`src/rtl/sram_req_arbiter_if.sv`:
```
// sram_req_arbiter_if
//   One SRAM-like request/response port.
//   The requester side drives: req, wr, size, wstrb, addr, wdata.
//   The responder side drives: addr_ok, data_ok, rdata.
// Modports:
//   master - requester side (issues requests, receives handshakes and data)
//   slave  - responder side (accepts requests, returns handshakes and data)
interface sram_req_arbiter_if;
  logic        req;
  logic        wr;
  logic [1:0]  size;
  logic [3:0]  wstrb;
  logic [31:0] addr;
  logic [31:0] wdata;
  logic        addr_ok;
  logic        data_ok;
  logic [31:0] rdata;

  modport master (
    output req, wr, size, wstrb, addr, wdata,
    input  addr_ok, data_ok, rdata
  );

  modport slave (
    input  req, wr, size, wstrb, addr, wdata,
    output addr_ok, data_ok, rdata
  );
endinterface

```
`src/rtl/sram_req_arbiter.sv`:
```
// sram_req_arbiter
//   Shares one SRAM-like memory port between the instruction requester
//   (inst) and the data requester (data). A grant is held (locked) on a
//   stalled request until the memory accepts it. A tag FIFO remembers the
//   source of every accepted request so that each response is steered back
//   to the requester that issued it. Responses return in acceptance order.
// Ports:
//   clk          - clock, rising edge
//   resetn       - asynchronous active-low reset
//   inst         - instruction requester port (slave modport)
//   data         - data requester port (slave modport)
//   mem          - downstream memory port (master modport)
//   err_spurious - sticky: a response arrived with no outstanding request
// Parameters:
//   DEPTH        - max accepted-but-unreturned requests (power of two, 2..16)
// Build option:
//   ARB_RR_EN    - when defined, unlocked arbitration is round-robin;
//                  otherwise data always beats instruction.
module sram_req_arbiter #(
  parameter int DEPTH = 4
) (
  input  logic                      clk,
  input  logic                      resetn,
  sram_req_arbiter_if.slave         inst,
  sram_req_arbiter_if.slave         data,
  sram_req_arbiter_if.master        mem,
  output logic                      err_spurious
);

  localparam int PW = $clog2(DEPTH);
  localparam logic [PW:0] FULL_CNT = (PW+1)'(DEPTH);

  typedef enum logic [1:0] {
    LOCK_NONE = 2'd0,
    LOCK_INST = 2'd1,
    LOCK_DATA = 2'd2
  } lock_t;

  lock_t            lock_src;
  logic [DEPTH-1:0] tag_mem;
  logic [PW-1:0]    wr_ptr;
  logic [PW-1:0]    rd_ptr;
  logic [PW:0]      count;

  logic full;
  logic empty;
  logic head;
  logic grant_valid;
  logic grant_data;
  logic accept;
  logic pop;

`ifdef ARB_RR_EN
  logic last_src;  // 1 = data was accepted most recently
`endif

  assign full  = (count == FULL_CNT);
  assign empty = (count == '0);
  assign head  = tag_mem[rd_ptr];

  // Grant selection. A lock pins the grant to the stalled source even if the
  // other source now has priority. A full FIFO blocks every grant, even in a
  // cycle that also pops, so a response never races a new request for a slot.
  always_comb begin
    grant_valid = 1'b0;
    grant_data  = 1'b0;
    if (lock_src == LOCK_DATA) begin
      grant_valid = 1'b1;
      grant_data  = 1'b1;
    end else if (lock_src == LOCK_INST) begin
      grant_valid = 1'b1;
      grant_data  = 1'b0;
    end else if (inst.req || data.req) begin
      grant_valid = 1'b1;
`ifdef ARB_RR_EN
      grant_data  = data.req && (!inst.req || !last_src);
`else
      grant_data  = data.req;
`endif
    end
    if (full || !resetn) begin
      grant_valid = 1'b0;
    end
  end

  // Request path: forward the granted source's fields.
  assign mem.req   = grant_valid && (grant_data ? data.req : inst.req);
  assign mem.wr    = grant_data ? data.wr    : inst.wr;
  assign mem.size  = grant_data ? data.size  : inst.size;
  assign mem.wstrb = grant_data ? data.wstrb : inst.wstrb;
  assign mem.addr  = grant_data ? data.addr  : inst.addr;
  assign mem.wdata = grant_data ? data.wdata : inst.wdata;

  assign accept       = mem.req && mem.addr_ok;
  assign inst.addr_ok = accept && !grant_data;
  assign data.addr_ok = accept &&  grant_data;

  // Return path: a same-cycle push is not visible here, so a response never
  // matches a request accepted in the same cycle.
  assign pop          = resetn && mem.data_ok && !empty;
  assign inst.data_ok = pop && !head;
  assign data.data_ok = pop &&  head;
  assign inst.rdata   = mem.rdata;
  assign data.rdata   = mem.rdata;

  always_ff @(posedge clk or negedge resetn) begin
    if (!resetn) begin
      lock_src     <= LOCK_NONE;
      wr_ptr       <= '0;
      rd_ptr       <= '0;
      count        <= '0;
      err_spurious <= 1'b0;
`ifdef ARB_RR_EN
      last_src     <= 1'b0;
`endif
    end else begin
      // Lock on a presented-but-stalled request; a withdrawn request
      // (mem.req falls) and an acceptance both release it.
      if (accept) begin
        lock_src <= LOCK_NONE;
      end else if (mem.req) begin
        lock_src <= grant_data ? LOCK_DATA : LOCK_INST;
      end else begin
        lock_src <= LOCK_NONE;
      end

      if (accept) begin
        wr_ptr <= wr_ptr + 1'b1;
      end
      if (pop) begin
        rd_ptr <= rd_ptr + 1'b1;
      end
      case ({accept, pop})
        2'b10:   count <= count + 1'b1;
        2'b01:   count <= count - 1'b1;
        default: count <= count;
      endcase

      if (mem.data_ok && empty) begin
        err_spurious <= 1'b1;
      end
`ifdef ARB_RR_EN
      if (accept) begin
        last_src <= grant_data;
      end
`endif
    end
  end

  // Tag storage carries no reset: entries are only read below count.
  always_ff @(posedge clk) begin
    if (accept) begin
      tag_mem[wr_ptr] <= grant_data;
    end
  end

endmodule

```
`src/flat_wrapper.sv`:
```
// flat-port wrapper written by rule: the top's interface ports become plain ports
module sram_req_arbiter_flat 
#(
  parameter int DEPTH = 4
)
  (clk, resetn, err_spurious, inst_req, inst_wr, inst_size, inst_wstrb, inst_addr, inst_wdata, inst_addr_ok, inst_data_ok, inst_rdata, data_req, data_wr, data_size, data_wstrb, data_addr, data_wdata, data_addr_ok, data_data_ok, data_rdata, mem_req, mem_wr, mem_size, mem_wstrb, mem_addr, mem_wdata, mem_addr_ok, mem_data_ok, mem_rdata);
  sram_req_arbiter_if inst_i ();
  sram_req_arbiter_if data_i ();
  sram_req_arbiter_if mem_i ();
  input  logic clk;
  input  logic resetn;
  output logic err_spurious;
  input wire logic [$bits(inst_i.req)-1:0] inst_req;
  input wire logic [$bits(inst_i.wr)-1:0] inst_wr;
  input wire logic [$bits(inst_i.size)-1:0] inst_size;
  input wire logic [$bits(inst_i.wstrb)-1:0] inst_wstrb;
  input wire logic [$bits(inst_i.addr)-1:0] inst_addr;
  input wire logic [$bits(inst_i.wdata)-1:0] inst_wdata;
  output wire logic [$bits(inst_i.addr_ok)-1:0] inst_addr_ok;
  output wire logic [$bits(inst_i.data_ok)-1:0] inst_data_ok;
  output wire logic [$bits(inst_i.rdata)-1:0] inst_rdata;
  input wire logic [$bits(data_i.req)-1:0] data_req;
  input wire logic [$bits(data_i.wr)-1:0] data_wr;
  input wire logic [$bits(data_i.size)-1:0] data_size;
  input wire logic [$bits(data_i.wstrb)-1:0] data_wstrb;
  input wire logic [$bits(data_i.addr)-1:0] data_addr;
  input wire logic [$bits(data_i.wdata)-1:0] data_wdata;
  output wire logic [$bits(data_i.addr_ok)-1:0] data_addr_ok;
  output wire logic [$bits(data_i.data_ok)-1:0] data_data_ok;
  output wire logic [$bits(data_i.rdata)-1:0] data_rdata;
  output wire logic [$bits(mem_i.req)-1:0] mem_req;
  output wire logic [$bits(mem_i.wr)-1:0] mem_wr;
  output wire logic [$bits(mem_i.size)-1:0] mem_size;
  output wire logic [$bits(mem_i.wstrb)-1:0] mem_wstrb;
  output wire logic [$bits(mem_i.addr)-1:0] mem_addr;
  output wire logic [$bits(mem_i.wdata)-1:0] mem_wdata;
  input wire logic [$bits(mem_i.addr_ok)-1:0] mem_addr_ok;
  input wire logic [$bits(mem_i.data_ok)-1:0] mem_data_ok;
  input wire logic [$bits(mem_i.rdata)-1:0] mem_rdata;
  assign inst_i.req = inst_req;
  assign inst_i.wr = inst_wr;
  assign inst_i.size = inst_size;
  assign inst_i.wstrb = inst_wstrb;
  assign inst_i.addr = inst_addr;
  assign inst_i.wdata = inst_wdata;
  assign inst_addr_ok = inst_i.addr_ok;
  assign inst_data_ok = inst_i.data_ok;
  assign inst_rdata = inst_i.rdata;
  assign data_i.req = data_req;
  assign data_i.wr = data_wr;
  assign data_i.size = data_size;
  assign data_i.wstrb = data_wstrb;
  assign data_i.addr = data_addr;
  assign data_i.wdata = data_wdata;
  assign data_addr_ok = data_i.addr_ok;
  assign data_data_ok = data_i.data_ok;
  assign data_rdata = data_i.rdata;
  assign mem_req = mem_i.req;
  assign mem_wr = mem_i.wr;
  assign mem_size = mem_i.size;
  assign mem_wstrb = mem_i.wstrb;
  assign mem_addr = mem_i.addr;
  assign mem_wdata = mem_i.wdata;
  assign mem_i.addr_ok = mem_addr_ok;
  assign mem_i.data_ok = mem_data_ok;
  assign mem_i.rdata = mem_rdata;
  sram_req_arbiter #(.DEPTH(DEPTH)) u_core (.clk(clk), .resetn(resetn), .inst(inst_i), .data(data_i), .mem(mem_i), .err_spurious(err_spurious));
endmodule
```
`config.mk`:
```
export PLATFORM = sky130hd
export DESIGN_NAME = sram_req_arbiter_flat
export DESIGN_NICKNAME = d
export VERILOG_FILES = /design/src/rtl/sram_req_arbiter_if.sv /design/src/rtl/sram_req_arbiter.sv /design/src/flat_wrapper.sv
export SDC_FILE = /design/constraint.sdc
export NUM_CORES = 1
export LEC_CHECK = 0
export CORE_AREA = 2 2 126 128
export DETAILED_ROUTE_END_ITERATION = 8
export DIE_AREA = 0 0 128 130
export GPL_TIMING_DRIVEN = 0
export SLEW_MARGIN = 20
export SYNTH_ARGS = -nofsm -noshare
export SYNTH_HDL_FRONTEND = slang
export SYNTH_SLANG_ARGS = --single-unit
```
`constraint.sdc`:
```
create_clock -name clk -period 2.7 [get_ports clk]
set_input_delay 0.54 -clock clk [delete_from_list [all_inputs] [get_ports clk]]
set_output_delay 0.54 -clock clk [all_outputs]
set_load 0.01 [all_outputs]
```
== After elaboration in Yosys (flattened, before gate mapping) ==
Cells that the tools add are included.
W data, S select, Z words.

* Flip-flop bits (word level): 14
* Input bits: 180
* Output and inout port bits: 141
* Word-level logic and storage cells: 58

* $add $sub $neg: 4
* $lt $le $gt $ge: 3
* Eq/ne operators: 5
* Muxes and demuxes: 22
* Reduce and logical (&&, ||, !) cells: 18

{| class="wikitable"
|+ Operators by type and width
! kind !! count
|-
| $mux W32 || 2
|-
| $mux W1 || 11
|-
| $logic_and A1 B1 Y1 || 10
|-
| $mux W2 || 4
|-
| $lt A2 B3 Y1 const B || 2
|-
| $pmux W3 S2 || 1
|-
| $add A2 B1 Y2 const B || 2
|-
| $bwmux W4 || 1
|-
| $eq A2 B1 Y1 const B || 2
|-
| $eq A2 B2 Y1 const B || 2
|-
| $logic_not A1 Y1 || 4
|-
| $mux W4 || 1
|-
| $add A3 B1 Y3 const B || 1
|-
| $eq A3 B3 Y1 const B || 1
|-
| $logic_not A3 Y1 || 1
|-
| $sub A3 B1 Y3 const B || 1
|-
| $bmux W1 S2 || 1
|-
| $demux W1 S2 || 1
|-
| $ge A2 B1 Y1 const B || 1
|-
| $logic_or A1 B1 Y1 || 2
|-
| $reduce_bool A2 Y1 || 1
|}

== Depth between registers and ports, before layout ==
Gate-level depths: netlist (run 1).

* Depth in word-level cells: 9
* Mapped depth: 10
* Gate-level depth less buffers: 10

== Worst setup path before layout (run 1) ==
No wires, ideal clock.

* Path kind: input to register
* Start: in data_req
* End: reg u_core.count[2]
* Arrival: 2008 ps
* Slack: 613 ps
* Stages: 9
* Cells stage by stage: nor3b_1 -> a211oi_4 -> inv_1 -> ha_1 -> inv_1 -> fa_1 -> xor2_1 -> nor2_1 -> xor2_1

* Word-level cells in the longest chain between the ends: 9
* Elaborated cells between the ends (all ways): 15

{| class="wikitable"
|+ RTL lines
! element !! line !! RTL
|-
| from (decl) || flat_wrapper.sv:22 || <nowiki>input wire logic [$bits(data_i.req)-1:0] data_req;</nowiki>
|-
| $logic_or A1 B1 Y1 || sram_req_arbiter.sv:73 || <nowiki>end else if (inst.req || data.req) begin</nowiki>
|-
| $mux W1 || sram_req_arbiter.sv:73 ||
|-
| $mux W1 || sram_req_arbiter.sv:70 || <nowiki>end else if (lock_src == LOCK_INST) begin</nowiki>
|-
| $mux W1 || sram_req_arbiter.sv:67 || <nowiki>if (lock_src == LOCK_DATA) begin</nowiki>
|-
| $mux W1, on equally long branches || sram_req_arbiter.sv:81, sram_req_arbiter.sv:87 ||
|-
| $logic_and A1 B1 Y1 * || sram_req_arbiter.sv:87 || <nowiki>assign mem.req = grant_valid && (grant_data ? data.req : inst.req);</nowiki>
|-
| $logic_and A1 B1 Y1 * || sram_req_arbiter.sv:94 || <nowiki>assign accept = mem.req && mem.addr_ok;</nowiki>
|-
| $eq A2 B1 Y1 / $eq A2 B2 Y1 (equally long branches) || sram_req_arbiter.sv:133 || <nowiki>case ({accept, pop})</nowiki>
|-
| $pmux W3 S2 / $reduce_bool A2 Y1 (equally long branches) || n/a ||
|-
| to (signal assigned) || sram_req_arbiter.sv:134 || <nowiki>2'b10: count <= count + 1'b1;</nowiki>
|-
| to (signal assigned) || sram_req_arbiter.sv:135 || <nowiki>2'b01: count <= count - 1'b1;</nowiki>
|-
| to (signal assigned) || sram_req_arbiter.sv:136 || <nowiki>default: count <= count;</nowiki>
|-
| to (decl) || sram_req_arbiter.sv:43 || <nowiki>logic [PW:0] count;</nowiki>
|}

Mark *: on every way between the ends. The rest lies on a longest branch, timed or not.
A chain may end at the register's enable or synchronous reset.

== Worst setup path in the final report (run 1) ==
* Start: in data_req
* End: out mem_wdata[9]

* Word-level cells in the longest chain between the ends: 5

{| class="wikitable"
|+ RTL lines
! element !! line !! RTL
|-
| $logic_or A1 B1 Y1 || sram_req_arbiter.sv:73 ||
|-
| $mux W1 * || sram_req_arbiter.sv:73 ||
|-
| $mux W1 * || sram_req_arbiter.sv:70 ||
|-
| $mux W1 * || sram_req_arbiter.sv:67 ||
|-
| $mux W32 * || sram_req_arbiter.sv:92 || <nowiki>assign mem.wdata = grant_data ? data.wdata : inst.wdata;</nowiki>
|-
| to (decl) || flat_wrapper.sv:36 || <nowiki>output wire logic [$bits(mem_i.wdata)-1:0] mem_wdata;</nowiki>
|}

Marked as above.

==> flow_summary.toml, run 1 <==
[status]
outcome = "completed"

[setup_path]
crit_family = "buffers and inverters"
cp-end-kind = "primary output"
cp_max_fo = 10
required_ns = 2.16
crit_cells = 6
crit_slowest_cell = "maj3_2"
start_kind = "input pin"
worstPathArrival_ns = 2.10
crit_buf_inv = 4
cpPeakStageDelay_ns = 0.36
crit_path_cell_trace = "dlygate4sd2_1 -> maj3_2 -> buf_12 -> buf_8 -> mux2_4 -> dlygate4sd2_1"
rr_worst_depth = 11
path_common_cell = "dlygate4sd2_1"
path_class = "in2out"

[routing]
met1_length_mm = 4.07
vias_per_cell = 3.64
vias = 2511
top_layer_used = "met5"
wl_met2_mm = 5.47
drc = 0
ant_nets = 0
wl_met3_um = 968
first_iter_violations = 35
wire_per_inst_um = 15.5
totalWireLength_mm = 10.7
firstDrtPassIters = 4

[worst_hold_path]
hold_path_class = "in2async"

[global_route]
grtUsageTotal_pct = 11.3
antenna_found_initial = 1
grt_max_degree = 14
grt_pass1_wl_mm = 14.5
grt_pass1_vias = 2570
grt_overflow = 0

[timing]
fin_crit_ns = 2.64
setup_viol = 0
period_share_pct = 97.9
slew_headroom_pct = 68.4
hold_viol = 0
max_freq_mhz = 378
finalClockSkew_ns = 0.00161
worst_pin_slew_ns = 0.473
slew_violations = 0
rsz0062_at_grt = "false"

[floorplan]
start_util_pct = 15.0
die-area_sq_um = 16600
die_w_um = 128
fp-row-count = 46
io_pins = 321
die_y_um = 130
coreArea_sq_um = 15400

[synth]
avgSynthCellArea_sq_um = 11.3
synth_cells = 205
yosys_warnings = 0
syn-num-nets = 391
ys_ff_latch = 14
synth-seq-area-share_pct = 16.0
synth.cell_area_sq_um = 2320
synth_cell_types = 31

[clock_tree]
insertion_delay_ns = 0.24
holdBufCountCts = 0
max-clock-path-buffers = 2
cts-root-buf = "clkbuf_16"
cts_tree = "yes"
clkTransAtPathRegs_ns = 0.05
cts_made_buffers = 3
cts_sinks = 14
cts_htree_levels = 1

[place]
hpwl_mm = 9.41
placed_area_sq_um = 5440
dp_cells = 685
portBuffers = 288
place.gp.congestion = 0.787

[final_layout]
fin_area_sq_um = 5500
diodes = 0
final_cell_mix = "228 x clkdlybuf4s50_1, 65 x buf_4, 58 x dlygate4sd2_1"
stdcell_count = 690
final_nets = 685
layout-drive-gt1-share_pct = 30.7
area_growth_pct = 137
final_common_cell = "clkdlybuf4s50_1"
fin_util_pct = 35.7

[pwr]
power.density_nw_per_um2 = 335
peakVddDrop_v = 0.000265
p_leak_nw = 2.48

[run]
cap_viol_max_count = 0
-- flip-flops by register name (all words and copies together) (netlist names) --
signal and count:
u_core.rd_ptr 2, u_core.err_spurious 1, u_core.wr_ptr 2, u_core.count 3, u_core.tag_mem 4, u_core.lock_src 2
-- where the power goes --
part           switching, W  internal, W
sequential        0.0000572     0.000287
combinational      0.000430     0.000785
clock             0.0000865     0.000196
total              0.000574      0.00127
-- metal layers --
metal  up-vias  GRT usage, %
li1       1220             -
met2       130          20.9
met5         -             0
met3        12          3.12
met1      1147          12.8
met4         2          2.78
-- cell families after synthesis --
family          share of synthesized area [%]
flops                                    16.0
mux                                      45.6
simple gates                             4.53
fa+ha+maj                                4.04
xor+xnor                                 2.26
compound gates                           1.73
buf+inv                                  25.9
-- through the flow --
stage                     setup WS (ns)  total power, W  TNS, ns  hold slack (ns)
after global placement           -0.579         0.00160   -24.61            0.468
after CTS                        0.0380         0.00187        0            0.284
after global routing             0.0160         0.00195        0            0.296
final                            0.0577         0.00184        0            0.274
after detailed placement         -0.605         0.00162   -25.48            0.461
after floorplan                   0.613        0.000959        0            0.244
-- layout make-up --
type | count | area [sq um]
Clock inverter | 1 | 3.75
Clock buffer | 3 | 75.1
Tap cell | 192 | 240
Multi-Input combinational cell | 109 | 1350
Inverter | 10 | 37.5
Timing Repair Buffer | 289 | 2810
Buffer | 72 | 612
Fill cell | 1597 | 9920
Sequential cell | 14 | 370
-- worst paths after layout --
kind                                             start                           end  slack, ns
max                                           data_req                  mem_wdata[9]       0.06
min                                             resetn  u_core.wr_ptr[0]$_DFFE_PN0P_       0.27
max reg2reg                u_core.count[0]$_DFFE_PN0P_   u_core.count[2]$_DFFE_PN0P_       0.39
min reg2reg                u_core.count[2]$_DFFE_PN0P_   u_core.count[2]$_DFFE_PN0P_       0.48
max in group asynchronous                       resetn   u_core.count[2]$_DFFE_PN0P_       2.19
min in group clk           u_core.count[2]$_DFFE_PN0P_   u_core.count[2]$_DFFE_PN0P_       0.48
-- synthesized netlist by cell type (all sizes together) --
library cell | number | area share, %
a211oi | 2 | 1.2
and2 | 5 | 1.3
buf | 72 | 24
dfrtp | 10 | 11
edfxtp | 4 | 5.2
fa | 1 | 0.86
ha | 5 | 2.7
inv | 10 | 1.6
maj3 | 1 | 0.49
mux2 | 72 | 44
mux2i | 1 | 0.43
mux4 | 1 | 0.97
nand2 | 2 | 0.32
nand3 | 2 | 0.65
nor2 | 3 | 0.49
nor2b | 1 | 0.27
nor3 | 1 | 0.22
nor3b | 1 | 0.32
nor4 | 1 | 0.27
o21ai | 1 | 0.22
o21bai | 1 | 0.32
or3 | 1 | 0.27
or3b | 1 | 0.38
xnor2 | 4 | 1.5
xor2 | 2 | 0.75
-- worst reg2reg max path, stage by stage, from the launching register on --
cell and delay, ns:
dfrtp_1 0.41, or3b_1 0.41, nand3_2 0.13, a211oi_4 0.06, buf_4 0.18, inv_1 0.05
ha_1 0.16, inv_1 0.06, fa_1 0.37, xor2_1 0.15, nor2_1 0.11, xor2_1 0.14
-- what timing repair did --
action	4_1_cts	5_1_grt
buffers inserted	1	0
setup endpoints to repair	78	0
gates resized for setup	77	0
Power figures use the tool's default switching activity.
==> inputs of run 2 (changes only) <==
--- a/config.mk
+++ b/config.mk
@@ -5,7 +5,9 @@
 export SDC_FILE = /design/constraint.sdc
 export NUM_CORES = 1
 export LEC_CHECK = 0
+export ABC_CLOCK_PERIOD_IN_PS = 2700
 export CORE_AREA = 2 2 126 128
+export CTS_CLUSTER_SIZE = 24
 export DETAILED_ROUTE_END_ITERATION = 8
 export DIE_AREA = 0 0 128 130
 export GPL_TIMING_DRIVEN = 0
==> results of run 2 <==
Final layout, timing and power as in run 1 (identical DEF).
